===== config.mk =====
export PLATFORM = sky130hd
export DESIGN_NAME = ofs_plat_host_chan_tx_tlp_arb_flat
export DESIGN_NICKNAME = d
export VERILOG_FILES = /design/src/rtl/ofs_plat_host_chan_tx_tlp_arb_pkg.sv /design/src/rtl/ofs_plat_host_chan_tx_tlp_arb_if.sv /design/src/rtl/ofs_plat_host_chan_tx_tlp_arb_pick.sv /design/src/rtl/ofs_plat_host_chan_tx_tlp_arb.sv /design/src/flat_wrapper.sv
export SDC_FILE = /design/constraint.sdc
export NUM_CORES = 1
export LEC_CHECK = 0
export CAP_MARGIN = 20
export CORE_AREA = 3 3 602 604
export DETAILED_ROUTE_END_ITERATION = 16
export DIE_AREA = 0 0 605 607
export PLACE_DENSITY = 0.34
export SLEW_MARGIN = 20
export SYNTH_ARGS = -nofsm -noshare
export SYNTH_HDL_FRONTEND = slang
export SYNTH_HIERARCHICAL = 1
export SYNTH_SLANG_ARGS = --single-unit

===== constraint.sdc =====
create_clock -name clk -period 5.4 [get_ports clk]
set_clock_uncertainty 0.15 [all_clocks]
set_input_delay 1.35 -clock clk [delete_from_list [all_inputs] [get_ports clk]]
set_output_delay 1.35 -clock clk [all_outputs]
set_load 0.02 [all_outputs]

===== src/rtl/ofs_plat_host_chan_tx_tlp_arb_pkg.sv =====
`default_nettype none
// ============================================================================
// Module   : ofs_plat_host_chan_tx_arb_pkg
// Brief    : Shared types and the credit-width helper for the host-channel TX
//            TLP arbiter.
// Revision : 1.0 - initial release
// ============================================================================
package ofs_plat_host_chan_tx_arb_pkg;

   typedef enum logic [1:0] {
      ARB_IDLE    = 2'd0,
      ARB_LOCK_RD = 2'd1,
      ARB_LOCK_WR = 2'd2
   } t_arb_state;

   typedef enum logic {
      SRC_RD = 1'b0,
      SRC_WR = 1'b1
   } t_arb_src;

   function automatic int arb_credit_w(input int rd_weight, input int wr_weight);
      int max_w;
      max_w = (rd_weight > wr_weight) ? rd_weight : wr_weight;
      return $clog2(max_w + 1);
   endfunction

endpackage
`default_nettype wire


===== src/rtl/ofs_plat_host_chan_tx_tlp_arb_if.sv =====
`default_nettype none
// ============================================================================
// Module   : ofs_plat_host_chan_tx_tlp_arb_if
// Brief    : Read, write/fence and TX stream signals of the TX TLP arbiter.
//            Stats ports exist only with OFS_PLAT_HOST_CHAN_TX_ARB_STATS_EN.
// Revision : 1.0 - initial release
// ============================================================================
interface ofs_plat_host_chan_tx_tlp_arb_if
#(
   parameter int TDATA_W = 512
`ifdef OFS_PLAT_HOST_CHAN_TX_ARB_STATS_EN
   , parameter int CNT_W = 32
`endif
);
   logic               rd_tvalid;
   logic               rd_tready;
   logic [TDATA_W-1:0] rd_tdata;
   logic               rd_sop;
   logic               rd_eop;

   logic               wr_tvalid;
   logic               wr_tready;
   logic [TDATA_W-1:0] wr_tdata;
   logic               wr_sop;
   logic               wr_eop;

   logic               out_tvalid;
   logic               out_tready;
   logic [TDATA_W-1:0] out_tdata;
   logic               out_sop;
   logic               out_eop;
   logic               out_is_wr;
   logic               error;

`ifdef OFS_PLAT_HOST_CHAN_TX_ARB_STATS_EN
   logic [CNT_W-1:0]   stat_rd_pkts;
   logic [CNT_W-1:0]   stat_wr_pkts;
   logic [CNT_W-1:0]   stat_stall_cycles;
`endif

   // Generators and TX sink side
   modport master (
      output rd_tvalid, rd_tdata, rd_sop, rd_eop,
      input  rd_tready,
      output wr_tvalid, wr_tdata, wr_sop, wr_eop,
      input  wr_tready,
      input  out_tvalid, out_tdata, out_sop, out_eop, out_is_wr, error,
      output out_tready
`ifdef OFS_PLAT_HOST_CHAN_TX_ARB_STATS_EN
      , input stat_rd_pkts, stat_wr_pkts, stat_stall_cycles
`endif
   );

   // Arbiter side
   modport slave (
      input  rd_tvalid, rd_tdata, rd_sop, rd_eop,
      output rd_tready,
      input  wr_tvalid, wr_tdata, wr_sop, wr_eop,
      output wr_tready,
      output out_tvalid, out_tdata, out_sop, out_eop, out_is_wr, error,
      input  out_tready
`ifdef OFS_PLAT_HOST_CHAN_TX_ARB_STATS_EN
      , output stat_rd_pkts, stat_wr_pkts, stat_stall_cycles
`endif
   );

endinterface
`default_nettype wire


===== src/rtl/ofs_plat_host_chan_tx_tlp_arb_pick.sv =====
`default_nettype none
// ============================================================================
// Module   : ofs_plat_host_chan_tx_arb_pick
// Brief    : Weighted round-robin source pick used while the arbiter is idle,
//            plus the last-source / credit registers behind it.
// Revision : 1.0 - initial release
// ============================================================================
module ofs_plat_host_chan_tx_arb_pick
   import ofs_plat_host_chan_tx_arb_pkg::*;
#(
   parameter int RD_WEIGHT = 1,
   parameter int WR_WEIGHT = 4
)
(
   input  logic     clk,
   input  logic     reset_n,
   input  logic     rd_valid,
   input  logic     wr_valid,
   input  logic     sop_accept,
   output t_arb_src pick
);
   localparam int                  c_cred_w = arb_credit_w(RD_WEIGHT, WR_WEIGHT);
   localparam logic [c_cred_w-1:0] c_rd_wt  = c_cred_w'(RD_WEIGHT);
   localparam logic [c_cred_w-1:0] c_wr_wt  = c_cred_w'(WR_WEIGHT);

   t_arb_src            r_last_src;
   logic [c_cred_w-1:0] r_credit;
   logic [c_cred_w-1:0] w_last_wt;
   t_arb_src            w_pref;

   assign w_last_wt = (r_last_src == SRC_RD) ? c_rd_wt : c_wr_wt;

   always_comb begin
      // Zero credit only exists straight out of reset (no history), so the
      // source other than last_src (reads) takes the first tie.
      if ((r_credit != '0) && (r_credit < w_last_wt))
         w_pref = r_last_src;
      else
         w_pref = (r_last_src == SRC_RD) ? SRC_WR : SRC_RD;

      pick = w_pref;
      if (rd_valid && !wr_valid)
         pick = SRC_RD;
      else if (wr_valid && !rd_valid)
         pick = SRC_WR;
   end

   always_ff @(posedge clk or negedge reset_n) begin
      if (!reset_n) begin
         r_last_src <= SRC_WR;
         r_credit   <= '0;
      end else if (sop_accept) begin
         r_last_src <= pick;
         if (pick != r_last_src)
            r_credit <= c_cred_w'(1);
         else if (r_credit < w_last_wt)
            r_credit <= r_credit + c_cred_w'(1);
      end
   end

endmodule
`default_nettype wire


===== src/rtl/ofs_plat_host_chan_tx_tlp_arb.sv =====
`default_nettype none
// ============================================================================
// Module   : ofs_plat_host_chan_tx_tlp_arb
// Brief    : Packet-atomic weighted round-robin arbiter sharing the TX TLP port
//            between read and write/fence generators, one registered stage.
//            Optional counters: OFS_PLAT_HOST_CHAN_TX_ARB_STATS_EN.
// Revision : 1.0 - initial release
// ============================================================================
module ofs_plat_host_chan_tx_tlp_arb
   import ofs_plat_host_chan_tx_arb_pkg::*;
#(
   parameter int TDATA_W   = 512,
   parameter int RD_WEIGHT = 1,
   parameter int WR_WEIGHT = 4
`ifdef OFS_PLAT_HOST_CHAN_TX_ARB_STATS_EN
   , parameter int CNT_W   = 32
`endif
)
(
   input  logic                            clk,
   input  logic                            reset_n,
   ofs_plat_host_chan_tx_tlp_arb_if.slave  bus
);
   t_arb_state         r_state;
   logic               r_out_valid;
   logic [TDATA_W-1:0] r_out_data;
   logic               r_out_sop;
   logic               r_out_eop;
   logic               r_out_is_wr;
   logic               r_error;

   logic               w_load;
   t_arb_src           w_pick;
   t_arb_src           w_grant;
   logic               w_fire;
   logic [TDATA_W-1:0] w_data;
   logic               w_sop;
   logic               w_eop;
   logic               w_sop_accept;

   assign w_load = !r_out_valid || bus.out_tready;

   always_comb begin
      w_grant = w_pick;
      case (r_state)
         ARB_LOCK_RD: w_grant = SRC_RD;
         ARB_LOCK_WR: w_grant = SRC_WR;
         default:     w_grant = w_pick;
      endcase
   end

   assign bus.rd_tready = w_load && (w_grant == SRC_RD);
   assign bus.wr_tready = w_load && (w_grant == SRC_WR);

   assign w_fire = (w_grant == SRC_RD) ? (bus.rd_tvalid && bus.rd_tready)
                                       : (bus.wr_tvalid && bus.wr_tready);
   assign w_data = (w_grant == SRC_RD) ? bus.rd_tdata : bus.wr_tdata;
   assign w_sop  = (w_grant == SRC_RD) ? bus.rd_sop   : bus.wr_sop;
   assign w_eop  = (w_grant == SRC_RD) ? bus.rd_eop   : bus.wr_eop;

   assign w_sop_accept = (r_state == ARB_IDLE) && w_fire && w_sop;

   ofs_plat_host_chan_tx_arb_pick #(
      .RD_WEIGHT (RD_WEIGHT),
      .WR_WEIGHT (WR_WEIGHT)
   ) u_pick (
      .clk        (clk),
      .reset_n    (reset_n),
      .rd_valid   (bus.rd_tvalid),
      .wr_valid   (bus.wr_tvalid),
      .sop_accept (w_sop_accept),
      .pick       (w_pick)
   );

   always_ff @(posedge clk or negedge reset_n) begin
      if (!reset_n) begin
         r_state     <= ARB_IDLE;
         r_out_valid <= 1'b0;
         r_out_data  <= '0;
         r_out_sop   <= 1'b0;
         r_out_eop   <= 1'b0;
         r_out_is_wr <= 1'b0;
         r_error     <= 1'b0;
      end else begin
         if (w_fire) begin
            case (r_state)
               ARB_IDLE: begin
                  if (!w_sop)
                     r_error <= 1'b1;
                  // A single-beat packet never locks
                  if (!w_eop)
                     r_state <= (w_grant == SRC_RD) ? ARB_LOCK_RD : ARB_LOCK_WR;
               end
               default: begin
                  if (w_sop)
                     r_error <= 1'b1;
                  if (w_eop)
                     r_state <= ARB_IDLE;
               end
            endcase
         end

         if (w_load) begin
            r_out_valid <= w_fire;
            r_out_data  <= w_data;
            r_out_sop   <= w_fire && w_sop;
            r_out_eop   <= w_fire && w_eop;
            r_out_is_wr <= w_fire && (w_grant == SRC_WR);
         end
      end
   end

   assign bus.out_tvalid = r_out_valid;
   assign bus.out_tdata  = r_out_data;
   assign bus.out_sop    = r_out_sop;
   assign bus.out_eop    = r_out_eop;
   assign bus.out_is_wr  = r_out_is_wr;
   assign bus.error      = r_error;

`ifdef OFS_PLAT_HOST_CHAN_TX_ARB_STATS_EN
   logic [CNT_W-1:0] r_stat_rd_pkts;
   logic [CNT_W-1:0] r_stat_wr_pkts;
   logic [CNT_W-1:0] r_stat_stall_cycles;

   always_ff @(posedge clk or negedge reset_n) begin
      if (!reset_n) begin
         r_stat_rd_pkts      <= '0;
         r_stat_wr_pkts      <= '0;
         r_stat_stall_cycles <= '0;
      end else begin
         if (bus.rd_tvalid && bus.rd_tready && bus.rd_eop)
            r_stat_rd_pkts <= r_stat_rd_pkts + CNT_W'(1);
         if (bus.wr_tvalid && bus.wr_tready && bus.wr_eop)
            r_stat_wr_pkts <= r_stat_wr_pkts + CNT_W'(1);
         if (r_out_valid && !bus.out_tready)
            r_stat_stall_cycles <= r_stat_stall_cycles + CNT_W'(1);
      end
   end

   assign bus.stat_rd_pkts      = r_stat_rd_pkts;
   assign bus.stat_wr_pkts      = r_stat_wr_pkts;
   assign bus.stat_stall_cycles = r_stat_stall_cycles;
`endif

endmodule
`default_nettype wire


===== src/flat_wrapper.sv =====
// flat-port wrapper written by rule: the top's interface ports become plain ports
module ofs_plat_host_chan_tx_tlp_arb_flat import ofs_plat_host_chan_tx_arb_pkg::*;
#(
   parameter int TDATA_W   = 512,
   parameter int RD_WEIGHT = 1,
   parameter int WR_WEIGHT = 4

)
  (clk, reset_n, bus_rd_tvalid, bus_rd_tdata, bus_rd_sop, bus_rd_eop, bus_rd_tready, bus_wr_tvalid, bus_wr_tdata, bus_wr_sop, bus_wr_eop, bus_wr_tready, bus_out_tvalid, bus_out_tdata, bus_out_sop, bus_out_eop, bus_out_is_wr, bus_error, bus_out_tready);
  ofs_plat_host_chan_tx_tlp_arb_if #(.TDATA_W(TDATA_W)) bus_i ();
  input  logic clk;
  input  logic reset_n;
  input wire logic [$bits(bus_i.rd_tvalid)-1:0] bus_rd_tvalid;
  input wire logic [$bits(bus_i.rd_tdata)-1:0] bus_rd_tdata;
  input wire logic [$bits(bus_i.rd_sop)-1:0] bus_rd_sop;
  input wire logic [$bits(bus_i.rd_eop)-1:0] bus_rd_eop;
  output wire logic [$bits(bus_i.rd_tready)-1:0] bus_rd_tready;
  input wire logic [$bits(bus_i.wr_tvalid)-1:0] bus_wr_tvalid;
  input wire logic [$bits(bus_i.wr_tdata)-1:0] bus_wr_tdata;
  input wire logic [$bits(bus_i.wr_sop)-1:0] bus_wr_sop;
  input wire logic [$bits(bus_i.wr_eop)-1:0] bus_wr_eop;
  output wire logic [$bits(bus_i.wr_tready)-1:0] bus_wr_tready;
  output wire logic [$bits(bus_i.out_tvalid)-1:0] bus_out_tvalid;
  output wire logic [$bits(bus_i.out_tdata)-1:0] bus_out_tdata;
  output wire logic [$bits(bus_i.out_sop)-1:0] bus_out_sop;
  output wire logic [$bits(bus_i.out_eop)-1:0] bus_out_eop;
  output wire logic [$bits(bus_i.out_is_wr)-1:0] bus_out_is_wr;
  output wire logic [$bits(bus_i.error)-1:0] bus_error;
  input wire logic [$bits(bus_i.out_tready)-1:0] bus_out_tready;
  assign bus_i.rd_tvalid = bus_rd_tvalid;
  assign bus_i.rd_tdata = bus_rd_tdata;
  assign bus_i.rd_sop = bus_rd_sop;
  assign bus_i.rd_eop = bus_rd_eop;
  assign bus_rd_tready = bus_i.rd_tready;
  assign bus_i.wr_tvalid = bus_wr_tvalid;
  assign bus_i.wr_tdata = bus_wr_tdata;
  assign bus_i.wr_sop = bus_wr_sop;
  assign bus_i.wr_eop = bus_wr_eop;
  assign bus_wr_tready = bus_i.wr_tready;
  assign bus_out_tvalid = bus_i.out_tvalid;
  assign bus_out_tdata = bus_i.out_tdata;
  assign bus_out_sop = bus_i.out_sop;
  assign bus_out_eop = bus_i.out_eop;
  assign bus_out_is_wr = bus_i.out_is_wr;
  assign bus_error = bus_i.error;
  assign bus_i.out_tready = bus_out_tready;
  ofs_plat_host_chan_tx_tlp_arb #(.TDATA_W(TDATA_W), .RD_WEIGHT(RD_WEIGHT), .WR_WEIGHT(WR_WEIGHT)) u_core (.clk(clk), .reset_n(reset_n), .bus(bus_i));
endmodule

# == After elaboration in Yosys (flattened, before gate mapping) ==
# Cells that the tools add are included.
# W data, S select, Z words.
# word_totals
register_bits,523
word_cells,60
inputBits,1033
output_inout_bits,519
# classes
n_eq_ne,5
n_mux,19
add_sub_neg,1
n_bitwise,1
magnitude_cmp,1
reduce_logical,24
# ops
operator,count
$mux W512,1
$logic_and A1 B1 Y1,12
$mux W1,10
$mux W3,3
$mux W2,4
$reduce_and A3 Y1,2
$reduce_bool A2 Y1,3
$ne A2 B2 Y1 const B,2
$add A3 B1 Y3 const B,1
$logic_not A1 Y1,3
$lt A3 B3 Y1,1
$reduce_bool A3 Y1,1
$eq A2 B1 Y1 const B,1
$eq A2 B2 Y1 const B,1
$logic_not A2 Y1,1
$pmux W1 S2,1
$reduce_and A2 Y1,1
$logic_or A1 B1 Y1,1
$ne A1 B1 Y1,1
$not A1 Y1,1

# == Logic depth before layout (Yosys ltp) ==
# logic_depth
ltp_word,14
depth_mapped,15
mapped_depth_nobuf,12

# == Hierarchy ==
# The synthesis kept the hierarchy.
# by_module_without_submodules
module,area_each_um2,instances,cells_per_inst
ofs_plat_host_chan_tx_tlp_arb,23222.3,1,2829
ofs_plat_host_chan_tx_arb_pick,377.9,1,40

# == Worst setup path before layout ==
# Ideal clock, no wire load.
# synth_path
kind,input -> output
startpoint,in bus_rd_tvalid
endpoint,out bus_rd_tready
stages,5
slack_ns,1.529
path_buffers,1
arrival_time_ns,2.371
path_cell_list,nor2b_1 -> a21oi_1 -> mux2_4 -> buf_6 -> nor2_1
# synth_via
elab_chain_cells,7
word_cells_on_any_way,8
cone_classes,3 x mux; 1 x bitwise; 4 x reduce/logical
# synth_rtl
element,line_no,source
from (decl),flat_wrapper.sv:13,input wire logic [$bits(bus_i.rd_tvalid)-1:0] bus_rd_tvalid;
$logic_not A1 Y1,ofs_plat_host_chan_tx_tlp_arb_pick.sv:44,else if (wr_valid && !rd_valid)
$logic_and A1 B1 Y1,ofs_plat_host_chan_tx_tlp_arb_pick.sv:44,
$mux W1,ofs_plat_host_chan_tx_tlp_arb_pick.sv:44,
$mux W1 *,ofs_plat_host_chan_tx_tlp_arb_pick.sv:42,if (rd_valid && !wr_valid)
named net u_core.w_pick,ofs_plat_host_chan_tx_tlp_arb.sv:33,t_arb_src w_pick;
$pmux W1 S2 *,ofs_plat_host_chan_tx_tlp_arb.sv:45,case (r_state)
$not A1 Y1 *,ofs_plat_host_chan_tx_tlp_arb.sv:52,assign bus.rd_tready = w_load && (w_grant == SRC_RD);
$logic_and A1 B1 Y1 *,ofs_plat_host_chan_tx_tlp_arb.sv:52,
to (decl),flat_wrapper.sv:17,output wire logic [$bits(bus_i.rd_tready)-1:0] bus_rd_tready;
# The timed path passes the listed nets; every way through them passes the cells marked *.

# == Worst setup path after layout ==
# Same ends and word-level chain as after synthesis.

==> results.cfg <==
[outcome]
status = complete, no violations

[finish]
seq_area_um2 = 13100
final_layout_size_suffix_gt1_frac = 0.0413
nets = 5360
syn2layout_area_growth_pct = 101
filler_cell_count = 41000
multiInputGateArea_um2 = 9460

[synthesis]
synth-main-ff-cell = dfrtp_1
syn_nets = 3907
yosys.area_share.adder = 0.00265
synthTopCellsByArea = dfrtp_1 55%, nand2_1 16%, a31oi_1 14%
synth_edf_count = 0
synth_xor_area_frac = 0.00111
synth-seq-cells = 523
synth_compound_area_frac = 0.143
netlist.area_leader.share = 0.553
ys_types = 35
synth.most_common_cell = nand2_1
syn_area_um2 = 23600
netlist.top_cell.by_area = dfrtp_1
yosysSeqAreaShare = 0.555
avgSynthCellArea_um2 = 8.23
synth-simple-area-share = 0.250
synth_top_family_by_area = simple AND/OR/NAND/NOR gates
ys.warnings.count = 6
synthArstFlopShare = 1.00
synth_commonest_cells = 1031 x nand2_1, 522 x dfrtp_1, 517 x nor2_1
synthMuxAreaShare = 0.00276
synthCells = 2869

[critical_path]
cp.arrival_ns = 3.47
cp-end-kind = primary output
path_class = in -> out
crit_start = bus_rd_tvalid
worst_ep_required_time_ns = 3.90
cp-start-kind = input port
crit_fanout = 8
r2r-start = u_core/u_pick/r_last_src

[routing]
drc = 0
final_antenna_net_count = 0
wl_um = 285000
drt-pass1-iter-count = 5
post_drt_wl_per_cell_um = 30.9
vias = 29100
drtIter0Drc = 1894
drt-vias-per-instance = 3.16

[grt]
overflow = 0
grt_pass1_vias = 28600
grt_first_pass_wirelength_um = 346000
track_usage = 0.148
grt_max_degree = 211
antenna_found_initial = 354

[floorplan]
floorplan.initialDensity = 0.0659
rows = 220
die-area_um2 = 367000
core_area_um2 = 358000
die_w_um = 605
die_h_um = 607
io_pins = 1552

[clocking]
post_cts_buffers = 0
cts_max_level = 3
clock_sinks = 523
clk_pin_slew_worst_paths_ns = 0.07
root_buffer = clkbuf_16
ctsHoldBuffers = 0
cts_tree = done
cts.path.max_buffers = 4
clock_latency_ns = 0.80
numCtsBuffers = 83
cts_resized = 0

[placement]
gp_congestion = 0.848
io_buffer_count = 1551
dpl.hpwl_um = 248000
dp_slack_ns = 0.353

[sta]
setup_slack_ns = 0.431
tightest_slew_ns = 1.13
grt_setup_unrepaired = false
tns_ns = 0
min_period_over_period = 0.920
hold_viol = 0
final-max-slew-violation-count = 0
fmax_mhz = 201
final-setup-viol-count = 0
slew_headroom = 0.246
fin_crit_ns = 4.97

[power_and_ir_drop]
p_total_uw = 32200
vdd_drop_max_v = 0.000629
power_density_nw_per_um2 = 679
p_leak_uw = 0.0180

[worst_hold_path]
hp-class = reg -> reg
min_from = u_core/bus.out_is_wr

[job]
drv_cap = 0
==> critical path: stages <==
cell and delay, ns:
clkdlybuf4s50_1 0.78, nor2b_1 0.35, a21oi_1 0.15, mux2_8 0.38
nor2_1 0.26, buf_12 0.18
==> routing by layer <==
| metal | up-vias | global-route usage | wire (um) |
|---|---|---|---|
| met4 | 230 | 0.0360 | 9360 |
| li1 | 12500 | - | - |
| met1 | 13900 | 0.162 | 106000 |
| met2 | 1656 | 0.245 | 132000 |
| met3 | 725 | 0.0857 | 35200 |
| met5 | - | 0 | 1530 |
==> where the power goes <==
group | internal (uW) | switching (uW)
registers | 6090 | 1500
clock network | 3280 | 2330
logic | 6950 | 12100
total | 16300 | 15900
==> final timing paths <==
path,end,slack [ns],depth (start not counted)
max,bus_rd_tready,0.43,6
min,u_core/bus.out_is_wr,0.34,2
max reg2reg,u_core/u_pick/r_credit[1],1.50,13
min reg2reg,u_core/bus.out_is_wr,0.34,2
max in group asynchronous,u_core/bus.out_tdata[458],3.38,2
min in group asynchronous,u_core/bus.out_tdata[251],0.44,1
==> cells in the final DEF (no fill, tap or decap), drive strengths merged, types with 13 or more instances in the layout <==
cell type,netlist,layout
clkdlybuf4s50,0,1548
nand2,1031,1031
dfrtp,522,522
nor2,517,517
a31oi,513,513
clkbuf,94,114
buf,135,49
diode,0,43
clkinv,0,15
inv,8,13
==> sequential cells by signal, summed over array words and instances, names as in the netlist <==
name                      flops
u_core/bus.out_tdata        512
u_core/u_pick/r_credit        3
u_core/r_state                2
u_core/bus.error              1
u_core/bus.out_eop            1
u_core/bus.out_is_wr          1
u_core/bus.out_sop            1
u_core/bus.out_tvalid         1
u_core/u_pick/r_last_src      1
==> area by class of cell <==
cell class / count / share of cell area
tap: 4773 / 0.126
antenna: 43 / 0.00227
sequential: 523 / 0.276
multi-input combinational: 2109 / 0.199
timing repair buffer: 1597 / 0.340
inverter: 8 / 0.000633
clock buffer: 114 / 0.0488
clock inverter: 30 / 0.00749
==> stage by stage <==
stage	instances	hold WS [ns]	utilization	area (um2)
4_1_cts	9154	0.348	0.132	47300
5_1_grt	9168	0.373	0.132	47400
3_5_place_dp	9010	0.329	0.125	44700
2_1_floorplan	2869	0.366	-	23600
3_3_place_gp	9010	0.321	0.125	44700
6_report	9197	0.343	0.132	47400
==> kinds of logic after synthesis <==
family                     count (synthesis)
xor gates and xnor gates                   3
adders and majority gates                  5
DFF                                      523
AOI/OAI and AO/OA                        533
buffers and inverters                    237
muxes                                      6
and+or+nand+nor                         1562
No activity file was read; power rests on OpenSTA's default activity.
==> patch, RTL diff (config.mk and constraints unchanged) <==
`WR_WEIGHT` is set to 4 in 3 places; all go to 2.
--- a/src/rtl/ofs_plat_host_chan_tx_tlp_arb_pick.sv
+++ b/src/rtl/ofs_plat_host_chan_tx_tlp_arb_pick.sv
@@ -9,7 +9,7 @@
    import ofs_plat_host_chan_tx_arb_pkg::*;
 #(
    parameter int RD_WEIGHT = 1,
-   parameter int WR_WEIGHT = 4
+   parameter int WR_WEIGHT = 2
 )
 (
    input  logic     clk,
--- a/src/rtl/ofs_plat_host_chan_tx_tlp_arb.sv
+++ b/src/rtl/ofs_plat_host_chan_tx_tlp_arb.sv
@@ -11,7 +11,7 @@
 #(
    parameter int TDATA_W   = 512,
    parameter int RD_WEIGHT = 1,
-   parameter int WR_WEIGHT = 4
+   parameter int WR_WEIGHT = 2
 `ifdef OFS_PLAT_HOST_CHAN_TX_ARB_STATS_EN
    , parameter int CNT_W   = 32
 `endif
--- a/src/flat_wrapper.sv
+++ b/src/flat_wrapper.sv
@@ -3,7 +3,7 @@
 #(
    parameter int TDATA_W   = 512,
    parameter int RD_WEIGHT = 1,
-   parameter int WR_WEIGHT = 4
+   parameter int WR_WEIGHT = 2
 
 )
   (clk, reset_n, bus_rd_tvalid, bus_rd_tdata, bus_rd_sop, bus_rd_eop, bus_rd_tready, bus_wr_tvalid, bus_wr_tdata, bus_wr_sop, bus_wr_eop, bus_wr_tready, bus_out_tvalid, bus_out_tdata, bus_out_sop, bus_out_eop, bus_out_is_wr, bus_error, bus_out_tready);
Function: not settled (the Yosys comparison gave no result); the edit may change what the design does.
==> patch against the original RTL <==
  * Largest cell class unchanged
  * Sequential cell count decreased by 1
  * Wire length increased by 1.6%
  * Final area decreased by 0.27%
  * Highest routed layer unchanged
  * Combinational power decreased by 3%
  * Fmax increased by 1.9%
  * Total power decreased by 3.0%
  * Setup slack improved by 0.091 ns
  * Area after synthesis decreased by 0.54%
==> patch: results (changes against the original RTL) <==
The largest net degree at the start of global routing is 182 (-14%). The global-route wire length before repair is 352 mm (+1.6%), and the worst slack at placement is 0.370 ns (+0.0165 ns). The tools report the number of antenna violations at the first check in global routing as 351 (-0.85%).

The per-cell via count in the routed design is 3.13 (-0.81%). The CTS clock-pin slew for the worst setup and hold paths is 0.05 ns (-0.02 ns). The clock latency reported for the late side of the worst-skew pair is 0.77 ns (-0.03 ns), and the number of global-route vias before repair is 28300 (-0.85%). The largest driver fanout on the critical path came out at 11 (+3).

For the leakage power total, the log shows 18.0 nW (-0.31%). The synthesized net count was 3895 (-0.31%); the peak ir drop on the vdd network was 0.000398 V (-37%). The run gives 0.557 (+0.00192) as the share of synthesized area occupied by flip-flops and latches. The number of instances on the worst hold path works out to 1 (-1).

The number of detailed-routing iterations run before antenna repair was 6 (+1); the post-layout instance count excluding filler cells was 9192 (-0.054%). For the placed standard-cell area, the log shows 44600 um^2 (-0.15%). The final-stage net count came out at 5349 (-0.21%). The post-placement cell count was 9000 (-0.11%); the mean routed wirelength per cell was 31.5 um (+1.7%).

The flow ran to the end, and the final reports show no timing, DRC or antenna violations. The overall power after layout came out at 0.0313 W (-3.0%). The run gives 2061 (+8.8%) as the number of DRC violations after detailed-routing iteration 0. The fraction of layout cells with a size suffix above 1 was 0.0396 (-0.00167). The number of distinct library cell variants in the gate-level netlist after synthesis is 32 (-8.6%).

The power consumed by combinational cells is 0.0184 W (-3%), and the global-route usage over all layers is 0.151 (+0.00284).
==> patch: path summary, 6_finish.rpt <==
check | start | endpoint | slack (ns)
setup / recovery | u_core/u_pick/r_last_src | bus_rd_tready | 0.52
hold reg to reg | u_core/bus.error | u_core/bus.error | 0.31
min in group asynchronous | reset_n | u_core/bus.out_tdata[296] | 0.42
max in group asynchronous | reset_n | u_core/bus.out_tdata[102] | 3.38
hold / removal | u_core/bus.error | u_core/bus.error | 0.31
setup reg to reg | u_core/u_pick/r_last_src | u_core/u_pick/r_credit[1] | 1.18
==> patch: final cells by class <==
class                           count  area [um^2]
Timing Repair Buffer             1597        16200
Multi-Input combinational cell   2099         9370
Tap cell                         4773         5970
Fill cell                       41000       311000
Clock buffer                      115         2330
Inverter                            9         33.8
Sequential cell                   522        13100
Clock inverter                     22          250
Antenna cell                       55          138
==> patch: critical path, stage by stage, from the launching register on <==
cell and delay, ns:
dfstp_2 0.58, inv_1 0.08, ha_1 0.33, a211oi_1 0.36
nor2_1 0.10, nor3_1 0.20, nor2_1 0.12, mux2_8 0.39
nor2_1 0.24, buf_12 0.20
==> patch: per-layer routing <==
layer / track usage / wire, um / up-vias
met5: 0 / 1170 / -
met4: 0.0373 / 8580 / 176
met3: 0.0773 / 32600 / 728
met2: 0.254 / 137000 / 1602
met1: 0.167 / 109000 / 13800
li1: - / - / 12500
==> patch: cell families after synthesis <==
kind of cell,count (synthesis),share of synthesized area
AND/OR/NAND/NOR,1560,0.251
AO/OA/AOI/OAI,527,0.141
multiplexers,6,0.00282
buffers and inverters,237,0.0457
XOR/XNOR,2,0.000746
adder cells (fa/ha/maj),4,0.00213
flip-flops,522,0.557
